## config.mk

```make
export PLATFORM = sky130hd
export DESIGN_NAME = time_set_ctrl
export DESIGN_NICKNAME = d
export VERILOG_FILES = /design/src/rtl/time_set_ctrl_pkg.sv /design/src/rtl/time_set_ctrl_btn_conditioner.sv /design/src/rtl/time_set_ctrl.sv
export SDC_FILE = /design/constraint.sdc
export NUM_CORES = 1
export LEC_CHECK = 0
export CAP_MARGIN = 20
export CORE_MARGIN = 4
export CORE_UTILIZATION = 55
export DETAILED_ROUTE_END_ITERATION = 6
export PLACE_DENSITY = 0.72
export SLEW_MARGIN = 20
export SYNTH_ARGS = -nofsm -noshare
export SYNTH_HDL_FRONTEND = slang
export SYNTH_SLANG_ARGS = --single-unit
export TNS_END_PERCENT = 50
```

## constraint.sdc

```tcl
create_clock -name Clk -period 4 [get_ports Clk]
set_input_delay 0.4 -clock Clk [delete_from_list [all_inputs] [get_ports Clk]]
set_output_delay 0.4 -clock Clk [all_outputs]
set_load 0.1 [all_outputs]
```

## src/rtl/time_set_ctrl_pkg.sv

```systemverilog
// Shared definitions for the time-set control stage: mode encodings,
// step-output indices and small helpers used to size counters.
package time_set_ctrl_pkg;

    localparam int unsigned MODE_W = 3;

    typedef enum logic [MODE_W-1:0] {
        MODE_RUN      = 3'd0,
        MODE_SET_HR   = 3'd1,
        MODE_SET_MIN  = 3'd2,
        MODE_SET_AHR  = 3'd3,
        MODE_SET_AMIN = 3'd4
    } mode_e;

    // Bit positions inside the step vector, one per downstream counter
    localparam int unsigned STEP_HR   = 0;
    localparam int unsigned STEP_MIN  = 1;
    localparam int unsigned STEP_AHR  = 2;
    localparam int unsigned STEP_AMIN = 3;

    // MODE button cycles through the set modes and back to RUN
    function automatic mode_e next_mode(input mode_e m);
        case (m)
            MODE_RUN:      return MODE_SET_HR;
            MODE_SET_HR:   return MODE_SET_MIN;
            MODE_SET_MIN:  return MODE_SET_AHR;
            MODE_SET_AHR:  return MODE_SET_AMIN;
            default:       return MODE_RUN;
        endcase
    endfunction

    // Bits needed to hold 0..n_states-1 (never less than one bit)
    function automatic int unsigned cnt_w(input int unsigned n_states);
        if (n_states > 1) return $clog2(n_states);
        return 1;
    endfunction

endpackage

```

## src/rtl/time_set_ctrl_btn_conditioner.sv

```systemverilog
// Front-panel button conditioner: two-flop synchroniser, debounce counter
// and single-cycle press pulse on a rising edge of the accepted level.
//   clk_i   : system clock
//   rst_i   : asynchronous reset, active-high
//   btn_i   : raw asynchronous button input, active-high
//   level_o : debounced (accepted) button level
//   press_o : one-cycle pulse, issued in the cycle the accepted level rises
module btn_conditioner
    import time_set_ctrl_pkg::*;
#(
    parameter int unsigned DEB_CYC = 500_000
) (
    input  logic clk_i,
    input  logic rst_i,
    input  logic btn_i,
    output logic level_o,
    output logic press_o
);

    localparam int unsigned CW = cnt_w(DEB_CYC);

    logic          sync1_q, sync2_q;
    logic          level_q, level_d;
    logic          press_q, press_d;
    logic [CW-1:0] cnt_q, cnt_d;

    // Count consecutive cycles where the synchronised input disagrees with
    // the accepted level; the DEB_CYC-th such cycle flips the level.
    always_comb begin
        cnt_d   = '0;
        level_d = level_q;
        press_d = 1'b0;
        if (sync2_q != level_q) begin
            if (cnt_q == CW'(DEB_CYC - 1)) begin
                level_d = ~level_q;
                press_d = ~level_q;
            end else begin
                cnt_d = cnt_q + 1'b1;
            end
        end
    end

    always_ff @(posedge clk_i or posedge rst_i) begin
        if (rst_i) begin
            sync1_q <= 1'b0;
            sync2_q <= 1'b0;
            level_q <= 1'b0;
            press_q <= 1'b0;
            cnt_q   <= '0;
        end else begin
            sync1_q <= btn_i;
            sync2_q <= sync1_q;
            level_q <= level_d;
            press_q <= press_d;
            cnt_q   <= cnt_d;
        end
    end

    assign level_o = level_q;
    assign press_o = press_q;

endmodule

```

## src/rtl/time_set_ctrl.sv

```systemverilog
// Time-set control stage feeding the digit counters: conditions MODE/INC,
// derives the 1 Hz seconds tick, runs the set-mode FSM with INC auto-repeat
// and idle timeout, and emits single-cycle strobes to the counters.
//   Clk, Clr      : clock, asynchronous active-high reset
//   btn_mode/inc  : raw front-panel buttons
//   sec_tick      : seconds enable (RUN only)
//   sec_clr_n     : active-low seconds clear on SET_HR -> SET_MIN
//   *_step        : one-cycle Up/Enable to the time/alarm hour/minute counters
//   mode          : current mode encoding
//   blink         : display blank strobe for the field being set
module time_set_ctrl
    import time_set_ctrl_pkg::*;
#(
    parameter int unsigned CLK_HZ    = 50_000_000,
    parameter int unsigned DEB_CYC   = 500_000,
    parameter int unsigned REP_DLY   = 25_000_000,
    parameter int unsigned REP_PER   = 6_250_000,
    parameter int unsigned TIMEOUT_S = 30
) (
    input  logic              Clk,
    input  logic              Clr,
    input  logic              btn_mode,
    input  logic              btn_inc,
    output logic              sec_tick,
    output logic              sec_clr_n,
    output logic              hour_step,
    output logic              min_step,
    output logic              alm_hour_step,
    output logic              alm_min_step,
    output logic [MODE_W-1:0] mode,
    output logic              blink
);

    localparam int unsigned PW = cnt_w(CLK_HZ);
    localparam int unsigned RW = cnt_w((REP_DLY > REP_PER) ? REP_DLY : REP_PER);
    localparam int unsigned IW = cnt_w(TIMEOUT_S);

    logic mode_press, mode_level_unused;
    logic inc_press, inc_level;

    btn_conditioner #(.DEB_CYC(DEB_CYC)) u_btn_mode (
        .clk_i   (Clk),
        .rst_i   (Clr),
        .btn_i   (btn_mode),
        .level_o (mode_level_unused),
        .press_o (mode_press)
    );

    btn_conditioner #(.DEB_CYC(DEB_CYC)) u_btn_inc (
        .clk_i   (Clk),
        .rst_i   (Clr),
        .btn_i   (btn_inc),
        .level_o (inc_level),
        .press_o (inc_press)
    );

    logic [PW-1:0] presc_q, presc_d;
    mode_e         mode_q, mode_d;
    logic [IW-1:0] idle_q, idle_d;
    logic          rep_active_q, rep_active_d;
    logic          rep_per_q, rep_per_d;
    logic [RW-1:0] rep_cnt_q, rep_cnt_d;
    logic [3:0]    step_q, step_d;
    logic          sec_tick_q, sec_tick_d;
    logic          sec_clr_n_q, sec_clr_n_d;
    logic          blink_q, blink_d;

    logic          tick1, setm, fire_press, fire_rep, fire;
    logic [RW-1:0] rep_lim;

    always_comb begin
        tick1   = (presc_q == PW'(CLK_HZ - 1));
        presc_d = tick1 ? '0 : presc_q + 1'b1;
        setm    = (mode_q != MODE_RUN);

        // Repeat timer restarts on every step; first interval is REP_DLY,
        // later ones REP_PER. A MODE press in the same cycle wins over INC.
        rep_lim    = rep_per_q ? RW'(REP_PER - 1) : RW'(REP_DLY - 1);
        fire_press = setm & inc_press & ~mode_press;
        fire_rep   = setm & rep_active_q & inc_level & ~mode_press & (rep_cnt_q == rep_lim);
        fire       = fire_press | fire_rep;

        if (fire_press) begin
            rep_active_d = 1'b1;
        end else if (~inc_level | mode_press | ~setm) begin
            rep_active_d = 1'b0;
        end else begin
            rep_active_d = rep_active_q;
        end

        rep_cnt_d = (fire | ~rep_active_d) ? '0 : rep_cnt_q + 1'b1;

        if (fire_press) begin
            rep_per_d = 1'b0;
        end else if (fire_rep) begin
            rep_per_d = 1'b1;
        end else begin
            rep_per_d = rep_per_q;
        end

        step_d = '0;
        if (fire) begin
            case (mode_q)
                MODE_SET_HR:   step_d[STEP_HR]   = 1'b1;
                MODE_SET_MIN:  step_d[STEP_MIN]  = 1'b1;
                MODE_SET_AHR:  step_d[STEP_AHR]  = 1'b1;
                MODE_SET_AMIN: step_d[STEP_AMIN] = 1'b1;
                default:       step_d = '0;
            endcase
        end

        mode_d = mode_q;
        idle_d = idle_q;
        if (mode_press) begin
            mode_d = next_mode(mode_q);
            idle_d = '0;
        end else if (~setm | inc_press) begin
            idle_d = '0;
        end else if (tick1) begin
            if (idle_q == IW'(TIMEOUT_S - 1)) begin
                mode_d = MODE_RUN;
                idle_d = '0;
            end else begin
                idle_d = idle_q + 1'b1;
            end
        end

        sec_tick_d  = tick1 & ~setm;
        sec_clr_n_d = ~((mode_q == MODE_SET_HR) && (mode_d == MODE_SET_MIN));
        blink_d     = setm && (presc_q < PW'(CLK_HZ / 2));
    end

    always_ff @(posedge Clk or posedge Clr) begin
        if (Clr) begin
            presc_q      <= '0;
            mode_q       <= MODE_RUN;
            idle_q       <= '0;
            rep_active_q <= 1'b0;
            rep_per_q    <= 1'b0;
            rep_cnt_q    <= '0;
            step_q       <= '0;
            sec_tick_q   <= 1'b0;
            sec_clr_n_q  <= 1'b1;
            blink_q      <= 1'b0;
        end else begin
            presc_q      <= presc_d;
            mode_q       <= mode_d;
            idle_q       <= idle_d;
            rep_active_q <= rep_active_d;
            rep_per_q    <= rep_per_d;
            rep_cnt_q    <= rep_cnt_d;
            step_q       <= step_d;
            sec_tick_q   <= sec_tick_d;
            sec_clr_n_q  <= sec_clr_n_d;
            blink_q      <= blink_d;
        end
    end

    assign sec_tick      = sec_tick_q;
    assign sec_clr_n     = sec_clr_n_q;
    assign hour_step     = step_q[STEP_HR];
    assign min_step      = step_q[STEP_MIN];
    assign alm_hour_step = step_q[STEP_AHR];
    assign alm_min_step  = step_q[STEP_AMIN];
    assign mode          = mode_q;
    assign blink         = blink_q;

endmodule

```

After elaboration in Yosys (flattened, before gate mapping)
Cells that the tools add are included.
{"block": "classes", "addsub": 5, "magnitude_cmp": 1, "n_eq_ne": 12, "n_mux": 29, "n_bitwise": 18, "n_reduce_logical": 8}
{"operator": "19-bit two-way mux", "count": 4}
{"operator": "25-bit two-way mux", "count": 2}
{"operator": "19-bit by 1-bit adder with 19-bit output (second input constant)", "count": 2}
{"operator": "19-bit == test (second input constant)", "count": 2}
{"operator": "26-bit by 1-bit adder with 26-bit output (second input constant)", "count": 1}
{"operator": "26-bit == test (second input constant)", "count": 1}
{"operator": "26-bit by 25-bit < comparator with 1-bit output (second input constant)", "count": 1}
{"operator": "26-bit two-way mux", "count": 1}
{"operator": "25-bit by 1-bit adder with 25-bit output (second input constant)", "count": 1}
{"operator": "25-bit == test", "count": 1}
{"operator": "5-bit two-way mux", "count": 4}
{"operator": "1-bit two-way mux", "count": 12}
{"operator": "3-bit two-way mux", "count": 4}
{"operator": "3-bit case mux with 4 select lines", "count": 1}
{"operator": "3-bit by 2-bit == test with 1-bit output (second input constant)", "count": 3}
{"operator": "1-bit AND", "count": 7}
{"operator": "1-bit NOT", "count": 6}
{"operator": "3-bit nonzero test", "count": 2}
{"operator": "5-bit by 1-bit adder with 5-bit output (second input constant)", "count": 1}
{"operator": "5-bit == test (second input constant)", "count": 1}
{"operator": "1-bit bitwise OR", "count": 5}
{"operator": "4-bit two-way mux", "count": 1}
{"operator": "2-bit AND reduction", "count": 2}
{"operator": "3-bit by 1-bit == test with 1-bit output (second input constant)", "count": 1}
{"operator": "5 further kinds", "count": 7}
{"block": "totals", "ff_bits": 114, "out_inout_bits": 10, "wordCells": 93}

Depth between registers and ports, before layout
Gate-level depths: netlist (run 1).
{"block": "logic_depth", "ltp_word": 8, "mapped_depth": 7, "ltp_nobuf": 6}

Modules after synthesis
A second synthesis (run 1) with hierarchy kept.
{"block": "unflattened", "hier_cells": 547, "hier_area_um2": 5620.4}
{"module": "time_set_ctrl", "n_inst": 1, "cells_per_inst": 331, "area_per_inst_um2": 3313.2, "seq_area_each_um2": 1702.9}
{"module": "btn_conditioner", "n_inst": 2, "cells_per_inst": 108, "area_per_inst_um2": 1153.6, "seq_area_each_um2": 575.6}

Worst setup path before layout (run 1)
No wires, ideal clock.
{"block": "synth_timing", "kind": "register to register", "startpoint": "register mode_q[1], in the netlist mode[1]", "endpoint": "register rep_cnt_q[14]", "arrival_ps": 2262, "slack_ps": 1597, "path_stages_with_launch": 8, "n_path_buf": 3, "period_less_slack_ps": 2403, "path_cell_list": "dfrtp_1 -> clkbuf_1 -> or3_1 -> nand3_1 -> nand2b_1 -> clkbuf_1 -> clkbuf_1 -> a211oi_1"}
{"block": "synth_between", "elab_chain_len": 8}
{"item": "start: declaration", "line_no": "time_set_ctrl.sv:58", "rtl": "mode_e mode_q, mode_d;"}
{"item": "start signal: assignment", "line_no": "time_set_ctrl.sv:147", "rtl": "mode_q <= mode_d;"}
{"item": "3-bit nonzero test (*)", "line_no": "time_set_ctrl.sv:74", "rtl": "setm = (mode_q != MODE_RUN);"}
{"item": "1-bit AND or 1-bit NOT (tied branches)", "line_no": "time_set_ctrl.sv:80, time_set_ctrl.sv:85"}
{"item": "1-bit AND or 1-bit bitwise OR (tied branches)", "line_no": "time_set_ctrl.sv:80, time_set_ctrl.sv:85"}
{"item": "1-bit AND or 1-bit two-way mux (tied branches)", "line_no": "time_set_ctrl.sv:80, time_set_ctrl.sv:85"}
{"item": "1-bit AND or 1-bit two-way mux (tied branches)", "line_no": "time_set_ctrl.sv:80, time_set_ctrl.sv:83"}
{"item": "1-bit bitwise OR or 1-bit NOT (tied branches)", "line_no": "time_set_ctrl.sv:81, time_set_ctrl.sv:91"}
{"item": "1-bit bitwise OR (*)", "line_no": "time_set_ctrl.sv:91", "rtl": "rep_cnt_d = (fire | ~rep_active_d) ? '0 : rep_cnt_q + 1'b1;"}
{"item": "25-bit two-way mux (*)", "line_no": "time_set_ctrl.sv:91"}
{"item": "named net rep_cnt_d[14]", "line_no": "time_set_ctrl.sv:62", "rtl": "logic [RW-1:0] rep_cnt_q, rep_cnt_d;"}
{"item": "end signal: assignment", "line_no": "time_set_ctrl.sv:151", "rtl": "rep_cnt_q <= rep_cnt_d;"}
{"item": "end: declaration", "line_no": "time_set_ctrl.sv:62"}
The timed path passes the listed nets; every way through them passes the cells marked *.
A chain may end at the register's enable or synchronous reset.

Worst setup path after layout (run 1)
{"block": "layout_timing", "startpoint": "register mode_q[1], in the netlist mode[1]", "endpoint": "output mode[1]"}
{"item": "end: declaration", "line_no": "time_set_ctrl.sv:30", "rtl": "output logic [MODE_W-1:0] mode,"}
No word-level cell between the ends.

==> results.yml, run 1 <==
clock_tree:
  cts-buffers-inserted: 17
  h-tree-depth: 4
  cts_buffer_depth: 2
  cts.reportedPaths.clkPinSlew_ns: 0.05
  cts_tree: "yes"
  post_cts_buffers: 0
  cts-root-buf: "clkbuf_8"
  ctsResizeCount: 0
  cts_sinks: 114
  hold_buffers: 0
  clock_latency_ns: 0.52
die:
  core_um2: 9950
  dieArea_um2: 12100
  rows: 36
  fp.dieH_um: 110
  initial_core_util_pct: 57.5
  ios: 14
  die_x_um: 110
global_routing:
  grt_busiest_layer: "met2"
  grt_util_met3_pct: 6.70
  grt_max_degree: 68
  grt_pass1_wl_um: 20700
  grt_pass1_vias: 4299
  use_met2_pct: 34.4
  antenna_found_initial: 0
  overflow: 0
  grtUsageMet1_pct: 29.4
  grt_usage_pct: 22.1
worst_setup_path:
  required_ns: 3.60
  cp.buffers_inverters: 1
  critPathLaunch: "mode[1]$_DFF_PP0_"
  start_kind: "flip-flop"
  crit_fanout: 10
  critPathSlowestCell: "clkdlybuf4s50_1"
  cpLargestDelayFamily: "buffers and inverters"
  r2r_setup_slack_ns: 1.43
  timing.rr.end: "presc_q[16]$_DFF_PP0_"
  path_cells: "clkdlybuf4s50_1"
  reg2regPathDepth: 4
  crit_cells: 1
  crit_type: "reg2out"
  reg2reg_from: "presc_q[7]$_DFF_PP0_"
  end_kind: "primary output"
  crit_path_end: "mode[1]"
  max_stage_delay_ns: 1.23
  cp.arrival_ns: 2.26
timing:
  min_period_ns: 2.66
  grt_setup_unrepaired: "no"
  fin_skew_ns: 0.0117
  max_slew_margin_pct: 30.7
  tightestPinTransition_ns: 1.04
  fin_crit_sh_pct: 66.5
  setup_viol: 0
  slew_violations: 0
  fmax_mhz: 376
  tns_ns: 0
  hold_violations: 0
  hold_slack_ns: 0.314
synthesis:
  synthFlopType: "dfrtp_1"
  synth_top_cell_by_area: "dfrtp_1"
  synthTopCellsByCount: "dfrtp_1, nor2_1, nand2_1, nand3_1, xnor2_1"
  ys_seq_elements: 114
  syn_area_um2: 5730
  netlist_instances: 578
  synth_area_leaders: "dfrtp_1, xnor2_1, nand4_1, xor2_1, nor2_1"
  ys_types: 52
  synth_edf_count: 0
  ys_seq_area_share_pct: 49.8
  postSynthAreaPerCell_um2: 9.91
  async_flop_share_pct: 100
  yosysMostFrequentCell: "dfrtp_1"
  synth_top_area_share_pct: 49.4
  yosysWarnings: 0
  syn_nets: 588
final_layout:
  drive_gt1_share_pct: 8.44
  fill_cells: 793
  insertedDiodeCount: 0
  nets: 601
  stdcell_count: 737
  areaGrowthSynthToFinish_pct: 15.2
power:
  p_leak_nw: 2.50
  power_density_nw_per_um2: 431
  irDropWorstVdd_mv: 0.306
route:
  routed_via_density: 6.12
  vias: 4511
  wire_per_inst_um: 16.3
  antenna_left: 0
  drc: 0
  drtPass1Iterations: 5
  drt-initial-drc-count: 228
  routed_wl_um: 12000
place:
  numPlacedInstances: 705
  gp_congestion: 0.872
  hpwl_um: 7680
  portBuffers: 13
hold_path:
  min_from: "btn_mode"
  hold_path_class: "in2reg"
status:
  status: "complete, no violations"
job:
  drv_cap: 0
[area by class of cell]
class / count / area, um2 / area share [%]
Timing Repair Buffer: 16 / 153 / 2.31
Inverter: 22 / 85.1 / 1.29
Multi-Input combinational cell: 420 / 2700 / 40.9
Clock buffer: 22 / 463 / 7.02
Sequential cell: 114 / 2850 / 43.3
Clock inverter: 10 / 179 / 2.71
Tap cell: 133 / 166 / 2.52
[placed cells by master (no fill, tap or decap), drive strengths merged, types with 6 or more instances in the layout]
master           n
dfrtp          113
nor2            44
nand2           33
nand3           32
xnor2           31
nand4           28
nor3            27
o21ai           24
or3             23
a21oi           23
inv             22
or4             22
clkbuf          22
xor2            19
nor4            18
o31ai           16
a211oi          15
clkdlybuf4s50   13
and4             9
ha               6
[report_power, final]
group / internal [mW] / switching (mW)
sequential: 1.16 / 0.00649
combinational: 0.0106 / 0.0341
clock: 1.12 / 0.513
total: 2.29 / 0.553
[how the worst min path moves through the flow]
stage,to,cells past startpoint,slack (ns)
6_report,u_btn_mode.sync1_q$_DFF_PP0_,1,0.31
3_3_place_gp,u_btn_mode.sync2_q$_DFF_PP0_,0,0.33
2_1_floorplan,u_btn_inc.sync2_q$_DFF_PP0_,0,0.33
3_5_place_dp,u_btn_mode.sync2_q$_DFF_PP0_,0,0.34
4_1_cts,u_btn_mode.sync1_q$_DFF_PP0_,1,0.30
5_1_grt,u_btn_inc.sync1_q$_DFF_PP0_,1,0.29
[through the flow]
step	utilization, %	power, mW	cell area (um2)	setup WS (ns)
floorplan	-	1.22	5730	0.586
global placement	59.7	1.23	5950	1.63
detailed placement	59.8	1.23	5960	1.48
CTS	66.3	2.87	6600	1.31
global route	66.3	2.94	6600	1.13
finish	66.3	2.85	6600	1.34
[registers in the layout, summed over array words and instances, names as in the netlist, 3 cells and up]
signal            flops
mode                  3
presc_q              26
rep_cnt_q            25
step_q                4
u_btn_inc.cnt_q      19
idle_q                5
u_btn_mode.cnt_q     19
[kinds of logic (layout without fill, tap and decap cells)]
logic type	count (synthesis)	in the layout	share of synthesized area [%]
AOI/OAI and AO/OA	91	91	10.5
adders and majority gates	6	6	1.31
muxes	5	5	0.918
buffers and inverters	44	70	3.28
xor gates and xnor gates	50	50	7.65
and+or+nand+nor	268	268	26.5
DFF	114	114	49.8
[routing by layer]
| layer | wire length [um] | vias up | part of all wire, % |
|---|---|---|---|
| li1 | - | 2172 | - |
| met3 | 720 | 16 | 6.0 |
| met2 | 5820 | 124 | 48 |
| met4 | 168 | 0 | 1.4 |
| met5 | 0 | - | 0 |
| met1 | 5330 | 2199 | 44 |
Power figures use the tool's default switching activity.
==> inputs of run 2 (changes only) <==
==> constraint.sdc (replaced) <==
create_clock -name Clk -period 2.8 [get_ports Clk]
set_input_delay 0.28 -clock Clk [delete_from_list [all_inputs] [get_ports Clk]]
set_output_delay 0.28 -clock Clk [all_outputs]
set_load 0.1 [all_outputs]
==> run 2 against run 1 <==
Routed wire length down 2.6%; die area stayed put; cell count up 0.95%; setup slack got worse by 0.81 ns.
==> results.yml, run 2 (synthesis gave the netlist of run 1 again) <==
final_layout:
  insertedDiodeCount: 0
  regMostFlops: "presc_q"
  fill_cells: 770
  layout_commonest_cell: "dfrtp_1"
  layout_common_cells: "dfrtp_1, nor2_1, nand2_1, nand3_1, xnor2_1"
  largest_reg_flops: 26
  reg_top3: "presc_q: 26 flops, rep_cnt_q: 25 flops"
  finalInstanceArea_um2: 6720
  stdcell_count: 744
  utilization_pct: 67.5
  drive_gt1_share_pct: 11.5
  nets: 608
  areaGrowthSynthToFinish_pct: 17.3
worst_setup_path:
  end_kind: "flip-flop"
  start_kind: "flip-flop"
  timing.rr.end: "idle_q[1]$_DFFE_PP0P_"
  crit_path_end: "idle_q[1]$_DFFE_PP0P_"
  cp.arrival_ns: 2.73
  critPathSlowestCell: "or4_1"
  r2r_setup_slack_ns: 0.52
  reg2reg_from: "presc_q[11]$_DFF_PP0_"
  critPathLaunch: "presc_q[11]$_DFF_PP0_"
  crit_fanout: 8
  reg2regPathDepth: 4
  path_cells: "nor4b_1 -> nand4_1 -> or4_1 -> a21oi_1"
  max_stage_delay_ns: 0.58
  crit_type: "reg2reg"
  required_ns: 3.25
global_routing:
  antenna_found_initial: 0
  grt_usage_pct: 21.7
  grt_max_degree: 59
  grt_pass1_wl_um: 20400
  grt_pass1_vias: 4395
  overflow: 0
clock_tree:
  hold_buffers: 0
  cts-buffers-inserted: 17
  h-tree-depth: 4
  cts.reportedPaths.clkPinSlew_ns: 0.06
  cts_sinks: 114
  post_cts_buffers: 0
  ctsResizeCount: 0
  cts_tree: "yes"
  clock_latency_ns: 0.52
  cts-root-buf: "clkbuf_8"
  cts_buffer_depth: 2
hold_path:
  hold_path_class: "in2async"
route:
  antenna_left: 0
  drtPass1Iterations: 5
  vias: 4538
  routed_wl_um: 11700
  drt-initial-drc-count: 286
  wire_per_inst_um: 15.7
  drc: 0
  routed_via_density: 6.10
power:
  p_leak_nw: 2.59
  power_mw: 4.31
  irDropWorstVdd_mv: 0.534
  power_density_nw_per_um2: 642
die:
  fp.dieH_um: 110
  initial_core_util_pct: 57.5
  die_x_um: 110
  dieArea_um2: 12100
  ios: 14
  core_um2: 9950
  rows: 36
job:
  drv_cap: 0
timing:
  max_slew_margin_pct: 49.6
  min_period_ns: 2.28
  worst_slack_ns: 0.524
  setup_viol: 0
  tns_ns: 0
  fin_crit_sh_pct: 81.3
  fmax_mhz: 439
  fin_skew_ns: 0.0104
  hold_slack_ns: 0.0841
  grt_setup_unrepaired: "no"
  slew_violations: 0
  tightestPinTransition_ns: 0.755
  hold_violations: 0
place:
  place_area_um2: 6000
  portBuffers: 13
  dp_slack_ns: 0.570
  numPlacedInstances: 712
  gp_congestion: 0.818
  hpwl_um: 7600
status:
  status: "complete, no violations"
run 2: cell count changes in the layout (fill, tap and decap cells not counted), moves of 2 or more:
cell and delta:
buf_12 +2, buf_4 +15, bufinv_16 +2, clkbuf_1 -2
clkbuf_8 +3, clkdlybuf4s50_1 -10, clkinv_2 -2
run 2: critical path, delay by kind of cell (launching register included):
kind               cells  cell delay, ns
AOI/OAI and AO/OA      1            0.15
DFF                    1            0.46
and+or+nand+nor        3            1.59
run 2: metal layers:
layer | GRT usage (%) | wire length (um) | up-vias
li1 | - | - | 2192
met3 | 6.46 | 496 | 19
met1 | 28.4 | 5480 | 2230
met5 | 0 | 0 | -
met2 | 33.8 | 5550 | 97
met4 | 8.64 | 191 | 0
run 2: layout make-up:
cell class	count	area (um2)	share of cell area [%]
Timing Repair Buffer	23	205	3.05
Multi-Input combinational cell	420	2690	40.0
Tap cell	133	166	2.48
Clock inverter	9	220	3.28
Sequential cell	114	2850	42.5
Clock buffer	23	497	7.39
Inverter	22	86.3	1.29
run 2: worst min path at each step:
stage	from	endpoint	slack, ns	cells after the start
floorplan	btn_inc	u_btn_inc.sync1_q$_DFF_PP0_	0.31	0
global placement	u_btn_mode.sync1_q$_DFF_PP0_	u_btn_mode.sync2_q$_DFF_PP0_	0.34	0
detailed placement	u_btn_mode.sync1_q$_DFF_PP0_	u_btn_mode.sync2_q$_DFF_PP0_	0.34	0
CTS	Clr	u_btn_inc.cnt_q[3]$_DFF_PP0_	0.07	2
global route	Clr	u_btn_inc.cnt_q[3]$_DFF_PP0_	0.07	2
finish	Clr	u_btn_mode.sync1_q$_DFF_PP0_	0.08	2
run 2: power breakdown:
group	leakage (nW)	internal (mW)	switching, mW	total [mW]
clock	0.354	1.85	0.720	2.58
sequential	1.56	1.66	0.00879	1.67
combinational	0.676	0.0195	0.0491	0.0686
total	2.59	3.53	0.778	4.31
